## config.mk

```make
export PLATFORM = sky130hd
export DESIGN_NAME = rf_wb_ctrl
export DESIGN_NICKNAME = d
export VERILOG_FILES = /design/src/rtl/rf_wb_ctrl.sv
export SDC_FILE = /design/constraint.sdc
export NUM_CORES = 1
export LEC_CHECK = 0
export BUFFER_PORTS_ARGS = -buffer_cell sky130_fd_sc_hd__buf_2
export CAP_MARGIN = 15
export CORE_UTILIZATION = 46
export CTS_CLUSTER_DIAMETER = 200
export DETAILED_ROUTE_END_ITERATION = 10
export GPL_TIMING_DRIVEN = 0
export PLACE_DENSITY_LB_ADDON = 0.05
export REMOVE_ABC_BUFFERS = 1
export SLEW_MARGIN = 20
export SYNTH_ARGS = -nofsm -noshare
export SYNTH_HDL_FRONTEND = slang
export SYNTH_SLANG_ARGS = --single-unit
```

## constraint.sdc

```tcl
create_clock -name i_clk -period 2.7 [get_ports i_clk]
set_clock_uncertainty 0.05 [all_clocks]
set_input_delay 0.54 -clock i_clk [delete_from_list [all_inputs] [get_ports i_clk]]
set_output_delay 0.54 -clock i_clk [all_outputs]
set_load 0.05 [all_outputs]
```

## src/rtl/rf_wb_ctrl.sv

```systemverilog
// Register-file write-side controller: arbitrates ALU (A) and variable-latency (B) results onto
// the RF write port and tracks pending destinations. Optional macro: RF_WB_EARLY_CLR_EN.
module rf_wb_ctrl #(
  parameter int STARVE_LIM = 4,
  parameter int CNT_W      = 4
) (
  input  logic        i_clk,
  input  logic        i_rst,
  input  logic        i_iss_valid,
  input  logic [4:0]  i_iss_rd,
  input  logic [4:0]  i_rs1_raddr,
  output logic        o_rs1_busy,
  input  logic [4:0]  i_rs2_raddr,
  output logic        o_rs2_busy,
  input  logic        i_a_valid,
  output logic        o_a_ready,
  input  logic [4:0]  i_a_waddr,
  input  logic [31:0] i_a_wdata,
  input  logic        i_b_valid,
  output logic        o_b_ready,
  input  logic [4:0]  i_b_waddr,
  input  logic [31:0] i_b_wdata,
  output logic        o_rd_wen,
  output logic [4:0]  o_rd_waddr,
  output logic [31:0] o_rd_wdata,
  output logic        o_wb_unexp
);

  localparam logic [CNT_W-1:0] LIM_C = CNT_W'(STARVE_LIM);
  localparam logic [CNT_W-1:0] ONE_C = CNT_W'(1);

  logic [CNT_W-1:0] cnt_r;
  logic [CNT_W-1:0] cnt_nxt_s;
  logic [31:0]      busy_r;
  logic [31:0]      busy_nxt_s;
  logic             b_force_s;
  logic             grant_a_s;
  logic             grant_b_s;
  logic             a_xfer_s;
  logic             b_xfer_s;
  logic             xfer_s;
  logic [4:0]       xfer_addr_s;
  logic [31:0]      xfer_data_s;
  logic             wr_nz_s;

  // Arbitration: a starved B overrides A, otherwise A has priority.
  always_comb begin
    b_force_s = i_b_valid && (cnt_r == LIM_C);
    if (b_force_s) begin
      grant_a_s = 1'b0;
    end else if (i_a_valid) begin
      grant_a_s = 1'b1;
    end else begin
      grant_a_s = 1'b0;
    end
    grant_b_s = !grant_a_s;
    o_a_ready = grant_a_s;
    o_b_ready = grant_b_s;
  end

  // Select the transferring source.
  always_comb begin
    a_xfer_s = i_a_valid && grant_a_s;
    b_xfer_s = i_b_valid && grant_b_s;
    xfer_s   = a_xfer_s || b_xfer_s;
    if (a_xfer_s) begin
      xfer_addr_s = i_a_waddr;
      xfer_data_s = i_a_wdata;
    end else if (b_xfer_s) begin
      xfer_addr_s = i_b_waddr;
      xfer_data_s = i_b_wdata;
    end else begin
      xfer_addr_s = 5'd0;
      xfer_data_s = 32'd0;
    end
    wr_nz_s = xfer_s && (xfer_addr_s != 5'd0);
  end

  // Starvation counter and scoreboard next state; a same-edge issue re-marks the register busy.
  always_comb begin
    if (b_xfer_s || !i_b_valid) begin
      cnt_nxt_s = {CNT_W{1'b0}};
    end else if (cnt_r < LIM_C) begin
      cnt_nxt_s = cnt_r + ONE_C;
    end else begin
      cnt_nxt_s = cnt_r;
    end
    busy_nxt_s = busy_r;
    if (o_rd_wen) begin
      busy_nxt_s[o_rd_waddr] = 1'b0;
    end else begin
      busy_nxt_s = busy_nxt_s;
    end
    if (i_iss_valid && (i_iss_rd != 5'd0)) begin
      busy_nxt_s[i_iss_rd] = 1'b1;
    end else begin
      busy_nxt_s = busy_nxt_s;
    end
    busy_nxt_s[0] = 1'b0;
  end

  // Scoreboard queries.
  always_comb begin
`ifdef RF_WB_EARLY_CLR_EN
    o_rs1_busy = busy_r[i_rs1_raddr] && !(o_rd_wen && (o_rd_waddr == i_rs1_raddr));
    o_rs2_busy = busy_r[i_rs2_raddr] && !(o_rd_wen && (o_rd_waddr == i_rs2_raddr));
`else
    o_rs1_busy = busy_r[i_rs1_raddr];
    o_rs2_busy = busy_r[i_rs2_raddr];
`endif
  end

  // State registers and the registered RF write port.
  always_ff @(posedge i_clk or posedge i_rst) begin
    if (i_rst) begin
      cnt_r      <= {CNT_W{1'b0}};
      busy_r     <= 32'd0;
      o_rd_wen   <= 1'b0;
      o_rd_waddr <= 5'd0;
      o_rd_wdata <= 32'd0;
      o_wb_unexp <= 1'b0;
    end else begin
      cnt_r      <= cnt_nxt_s;
      busy_r     <= busy_nxt_s;
      o_rd_wen   <= wr_nz_s;
      o_wb_unexp <= wr_nz_s && !busy_r[xfer_addr_s];
      if (xfer_s) begin
        o_rd_waddr <= xfer_addr_s;
        o_rd_wdata <= xfer_data_s;
      end else begin
        o_rd_waddr <= o_rd_waddr;
        o_rd_wdata <= o_rd_wdata;
      end
    end
  end

endmodule
```

After elaboration in Yosys (flattened, before gate mapping)
Cells that the tools add are included.

word-level totals
  bits in registers = 74
  output and inout port bits = 43
  word-level logic and storage cells = 55
  bits of input ports = 94

operators by class
  magnitude comparators = 8
  eq/ne operators = 1
  bitwise logic cells = 3
  reductions and logical operators = 16
  mux-type cells = 20
  $add $sub $neg = 1

operators with widths
  operator                                                     count
  two-way mux 32 bit                                           4
  bitwise AND 32 bit                                           1
  NOT 32 bit                                                   1
  bitwise OR 32 bit                                            1
  less-than comparator 5 x 6 -> 1 bit (second input constant)  5
  binary-select mux 1 bit (select 5 bit)                       3
  demux 1 bit (select 5 bit)                                   2
  >= comparator 5 x 1 -> 1 bit (second input constant)         2
  two-way mux 5 bit                                            2
  nonzero test 5 bit                                           2
  logical AND 1 bit                                            8
  two-way mux 4 bit                                            2
  two-way mux 1 bit                                            7
  adder 4 x 1 -> 4 bit (second input constant)                 1
  == test 4 x 3 -> 1 bit (second input constant)               1
  less-than comparator 4 x 3 -> 1 bit (second input constant)  1
  logical NOT 1 bit                                            3
  logical OR 1 bit                                             2
  nonzero test 2 bit                                           1

Longest topological paths before layout
Gate-level depths: netlist of the first run.

  depth after elaboration = 11
  mapped depth = 10
  mapped depth without buffers = 10

Worst setup path after synthesis of the first run
No wires, ideal clock.

  kind = input -> output
  start point = in i_rs1_raddr[0]
  end point = out o_rs1_busy
  arrival = 2.296 ns
  cell stages on the path = 4
  path slack = -0.186 ns
  buffers on the path = 1
  data required time = 2.110 ns
  path through = clkbuf_1 mux4_2 mux4_2 mux2_2

between the ends
  word-level cells in the longest chain between the ends = 2

ends and longest elaborated chain
  what                                     RTL line  source
  from (decl)                              11        input logic [4:0] i_rs1_raddr,
  binary-select mux 1 bit (select 5 bit)   108       o_rs1_busy = busy_r[i_rs1_raddr];
  two-way mux 1 bit (not written as such)  108
  to (decl)                                12        output logic o_rs1_busy,

No other way between the ends. The select of a mux whose other input is x is not followed.

Worst setup path after layout of the first run
  start point = in i_rs1_raddr[1]
  end point = out o_rs1_busy

Same word-level chain as after synthesis.

==> flow_summary.ini, run 1 <==
[clock_tree]
cts_tree = yes
htreeDepth = 3
cts_made_buffers = 9
cts_root_buffer = clkbuf_8
cts_buffer_depth = 2
clkTransAtPathRegs_ns = 0.08
clkSinkCount = 74
clk_latency_ns = 0.35
hold_buffers = 0

[global_routing]
grt_max_degree = 50
antenna_found_initial = 0
gr-total-overflow = 0
grt_pass1_wl_mm = 19.55
grtUsageTotal_pct = 26.70
grt_pass1_vias = 3779

[power_and_ir_drop]
p_int_w = 0.002336
p_leak_nw = 2.418
p_sw_w = 0.001368
p_sw_share_pct = 36.94
p_clk_share_pct = 22.5
power.total_w = 0.003704
p_comb_share_pct = 34.3
ir_worst_vdd_mv = 0.3430
seq_power_share_pct = 43.2
power_density_nw_per_um2 = 704.3

[sta]
tns_ns = -0.1373
layout_worst_path_cycle_share_pct = 102.8
fmax_ghz = 0.3605
period_minus_slack_ns = 2.774
setup_slack_ns = -0.07431
worstMarginPinSlew_ns = 0.8762
hold_viol = 0
slew_violations = 0
setup-violations-final = 2
slew-limit-headroom_pct = 41.45
rsz0062_at_grt = true

[setup_path]
crit_buf_inv = 2
cpMaxStageDelayCell = mux4_2
crit_type = in -> out
cpMostUsedCell = mux4_2
cp.arrival_ns = 2.18
cp_num_cells = 5
cp.required_ns = 2.11
r2r_slack_ns = 0.02
crit_chain = buf_4 > mux4_2 > mux4_2 > mux2_4 > buf_8
critPathMaxFanout = 9
cpPeakStageDelay_ns = 0.53
ff2ff_path_depth = 9
start_kind = input pin
cp_top_family = multiplexers
cp-end-kind = primary output

[layout]
design_area_um2 = 5259
areaGrowthSynthToFinish_pct = 25.88
drive_above_1_share_pct = 36.69
layout.nets = 630
nFillCells = 782
layout_common_cells = 129 x buf_2, 74 x dfrtp_1, 72 x o21ai_0
final_common_cell = buf_2

[die]
row_count = 34
core_um2 = 8763
start_util_pct = 47.67
ios = 137
die-height_um = 97.30
die_w_um = 97.30
fp.dieArea_um2 = 9467

[routing]
avgViaCountPerCell = 5.966
drcViolationCount = 0
wl_per_cell_um = 18.95
route.vias.total = 3854
dr.pass1.iters = 5
ant_nets = 0
drt-total-wl_mm = 12.24
drt-initial-drc-count = 187

[placed_design]
dp_hpwl_mm = 7.915
dpl-instance-area_um2 = 4945
numPortBuffers = 136
gp_congestion = 0.8228

[logic_synthesis]
yosysSeqAreaShare_pct = 44.32
syn-cell-area_um2 = 4178
synth_enable_flop_cells = 0
ys.flop_type = dfrtp_1
synth_seq_cells = 74
ys_warn_count = 0
syn-instance-count = 396
ys_types = 50
synth_area_per_cell_um2 = 10.55
async_reset_ff_share_pct = 100.0

[outcome]
violations = negative setup slack
status = complete, but fails checks

[min_path]
min_path_type = in -> async

[run]
cap_viol_max_count = 0
## final timing paths
kind	startpoint	endpoint
worst max-delay path	i_rs1_raddr[1]	o_rs1_busy
worst min-delay path	i_rst	o_rd_wdata[8]$_DFFE_PP0P_
worst max register to register	cnt_r[0]$_DFFE_PP0P_	o_wb_unexp$_DFF_PP0_
worst min register to register	o_rd_wdata[26]$_DFFE_PP0P_	o_rd_wdata[26]$_DFFE_PP0P_
max in group asynchronous	i_rst	o_rd_wdata[15]$_DFFE_PP0P_
min in group i_clk	i_a_wdata[19]	o_rd_wdata[19]$_DFFE_PP0P_
## state kept, by name (all words and copies together), names as in the netlist
name        count
cnt_r           4
o_rd_waddr      5
o_rd_wdata     32
o_rd_wen        1
o_wb_unexp      1
busy_r         31
## synthesized netlist by cell type, types with 2 or more instances
library cell	count	share of area (%)
a31oi_1	2	0.30
o22ai_1	3	0.45
o221ai_1	3	0.63
ha_1	2	0.60
nor3b_1	2	0.36
or3_1	2	0.30
mux2i_1	40	9.6
nand3b_1	11	2.0
or3b_1	5	1.0
a21oi_1	6	0.72
nor2_1	7	0.63
nor3_1	3	0.36
mux4_2	20	11
buf_2	2	0.24
buf_1	6	0.54
dfrtp_1	74	44
a41oi_1	2	0.42
nand3_1	8	0.96
mux2_2	5	1.3
inv_1	7	0.63
o21ai_0	72	8.6
clkbuf_1	9	0.81
nand2_1	48	4.3
a211o_1	2	0.42
o21ai_1	29	3.5
mux2_1	2	0.54
## cell families (layout without fill, tap and decap cells)
kind of cell | Yosys count | in the layout | share of synthesized area, %
and+or+nand+nor | 93 | 96 | 11.59
xor gates and xnor gates | 1 | 1 | 0.2097
AOI/OAI and AO/OA | 132 | 132 | 18.39
muxes | 67 | 67 | 22.25
buffers and inverters | 27 | 165 | 2.636
other | 0 | 1 | 0
DFF | 74 | 74 | 44.32
adders and majority gates | 2 | 2 | 0.5989
## through the flow
step           utilization (%)  hold WS (ns)  std cells  setup slack, ns
2_1_floorplan                -        0.4378        378          -0.2266
3_3_place_gp             56.14        0.4738        622           -1.286
3_5_place_dp             56.42        0.4837        623          -0.8658
4_1_cts                  59.98        0.1856        645         -0.07343
5_1_grt                  59.98        0.1993        645          -0.1144
6_report                 60.01        0.1630        646         -0.07431
## power by group through the flow
stage / registers [W] / clock network [W] / logic, W
finish: 0.00160 / 0.000833 / 0.00127
global placement: 0.00159 / 0 / 0.00117
global route: 0.00163 / 0.000895 / 0.00136
floorplan: 0.00173 / 0 / 0.000675
CTS: 0.00159 / 0.000844 / 0.00127
detailed placement: 0.00161 / 0 / 0.00119
## area by class of cell
class / count / area, um2 / share of cell area (%)
tap: 108 / 135.1 / 2.570
inverter: 9 / 38.79 / 0.7376
clock inverter: 5 / 57.56 / 1.094
multi-input combinational: 298 / 2271 / 43.18
sequential: 74 / 1852 / 35.21
timing repair buffer: 142 / 778.2 / 14.80
clock buffer: 9 / 123.9 / 2.355
antenna: 1 / 2.502 / 0.04759
## layer usage
| layer | track usage, % | share of wire (%) |
|---|---|---|
| met1 | 35.59 | 42 |
| met2 | 43.72 | 49 |
| met3 | 6.187 | 7.6 |
| met4 | 7.805 | 1.4 |
| met5 | 0 | 0 |
## timing repair
action | CTS | global route
setup endpoints to repair | 7 | 3
pin swaps | 4 | 0
resized for setup | 16 | 1
gates cloned | 3 | 0
buffers inserted | 5 | 0
No activity file was read; power rests on OpenSTA's default activity.
==> inputs of run 2 (changes only) <==
PLACE_DENSITY = 0.76   (was default)
PLACE_DENSITY_LB_ADDON = default   (was 0.05)
==> flow_summary.ini, run 2 (synthesis gave the netlist of run 1 again) <==
[outcome]
status = complete, but fails checks
violations = negative setup slack

[layout]
layout_common_cells = 129 x buf_2, 74 x dfrtp_1, 72 x o21ai_0
design_area_um2 = 5346
largestRegisters = o_rd_wdata x32, busy_r x31, o_rd_waddr x5
drive_above_1_share_pct = 37.32
largest_reg_flops = 32
instances_no_fill = 652
layout.nets = 636
areaGrowthSynthToFinish_pct = 27.97
diodes = 0
utilization_pct = 61.01
regMostFlops = o_rd_wdata
final_common_cell = buf_2

[power_and_ir_drop]
power_density_nw_per_um2 = 726.4
p_leak_nw = 2.464
ir_worst_vdd_mv = 0.3532

[global_routing]
gr-total-overflow = 0
grt_max_degree = 50
grtUsageTotal_pct = 26.84
grt_pass1_vias = 3932
grt_pass1_wl_mm = 20.13
antenna_found_initial = 0

[sta]
fmax_ghz = 0.3619
slew_violations = 0
setup_slack_ns = -0.06338
layout_worst_path_cycle_share_pct = 102.3
worstMarginPinSlew_ns = 0.8538
rsz0062_at_grt = true
period_minus_slack_ns = 2.763
setup-violations-final = 2
hold_viol = 0
slew-limit-headroom_pct = 42.94

[die]
fp.dieArea_um2 = 9467
start_util_pct = 47.67
core_um2 = 8763
die-height_um = 97.30
die_w_um = 97.30
row_count = 34
ios = 137

[placed_design]
gp_congestion = 0.9067
dp_hpwl_mm = 8.457
pre_cts_slack_ns = -0.8350
dpl-instance-area_um2 = 4945
dp_cells = 623
numPortBuffers = 136

[clock_tree]
clkTransAtPathRegs_ns = 0.09
cts_root_buffer = clkbuf_8
hold_buffers = 0
cts_buffer_depth = 2
cts_made_buffers = 9
htreeDepth = 3
clk_latency_ns = 0.34
cts_tree = yes
clkSinkCount = 74

[setup_path]
cp-end-kind = primary output
cp.arrival_ns = 2.17
crit_chain = buf_4 > mux4_2 > mux4_2 > mux2_4 > buf_8
crit_type = in -> out
cp.required_ns = 2.11
cpMostUsedCell = mux4_2
critPathMaxFanout = 9
cpPeakStageDelay_ns = 0.52
cpMaxStageDelayCell = mux4_2
start_kind = input pin

[min_path]
min_path_type = in -> async

[routing]
avgViaCountPerCell = 6.071
ant_nets = 0
wl_per_cell_um = 19.06
dr.pass1.iters = 8
drcViolationCount = 0
drt-initial-drc-count = 367
route.vias.total = 3958
drt-total-wl_mm = 12.43

[run]
cap_viol_max_count = 0
[run 2: metrics by stage]
stage | power (W) | setup TNS, ns | hold WS [ns]
2_1_floorplan | 0.002410 | -0.2266 | 0.4378
3_3_place_gp | 0.002756 | -56.34 | 0.4772
6_report | 0.003883 | -0.1168 | 0.1587
5_1_grt | 0.004080 | -0.2093 | 0.1901
4_1_cts | 0.003832 | -0.09952 | 0.1739
3_5_place_dp | 0.002815 | -2.353 | 0.4827
[run 2: final cells by class]
type	count	area, um2
flip-flops and latches	74	1852
clock buffers	11	141.4
multi-input cells	298	2272
fillers	710	3417
clock inverters	4	76.32
well taps	108	135.1
inverters	9	38.79
repair buffers	148	830.8
[run 2: repair_timing]
item	CTS	global route
cloned	3	0
pin swaps	2	4
setup endpoints to repair	6	3
resized for setup	17	1
buffers inserted	3	8
[run 2: final timing paths]
check	cells after the start	from	end	slack (ns)
worst max-delay path	5	i_rs2_raddr[1]	o_rs2_busy	-0.06
worst min-delay path	2	i_rst	o_rd_wdata[5]$_DFFE_PP0P_	0.16
worst max register to register	10	cnt_r[0]$_DFFE_PP0P_	o_wb_unexp$_DFF_PP0_	0.11
worst min register to register	2	o_rd_wdata[27]$_DFFE_PP0P_	o_rd_wdata[27]$_DFFE_PP0P_	0.51
max in group asynchronous	3	i_rst	busy_r[2]$_DFF_PP0_	1.85
min in group i_clk	3	i_a_wdata[20]	o_rd_wdata[20]$_DFFE_PP0P_	0.34
[run 2: metal layers]
layer	GRT usage, %	vias to the layer above	routed length (um)
met1	35.72	1966	5057
met2	43.77	188	6291
met3	3.957	30	794
met4	11.99	0	285
li1	-	1774	-
met5	0	-	0
[run 2: worst max-delay path: cells and delay by family]
family | cells | cell delay [ns]
mux | 3 | 1.29
buf+inv | 2 | 0.33
[run 2: power breakdown]
part           switching [W]  internal, W
clock               0.000419     0.000543
combinational       0.000726     0.000588
sequential          0.000252      0.00135
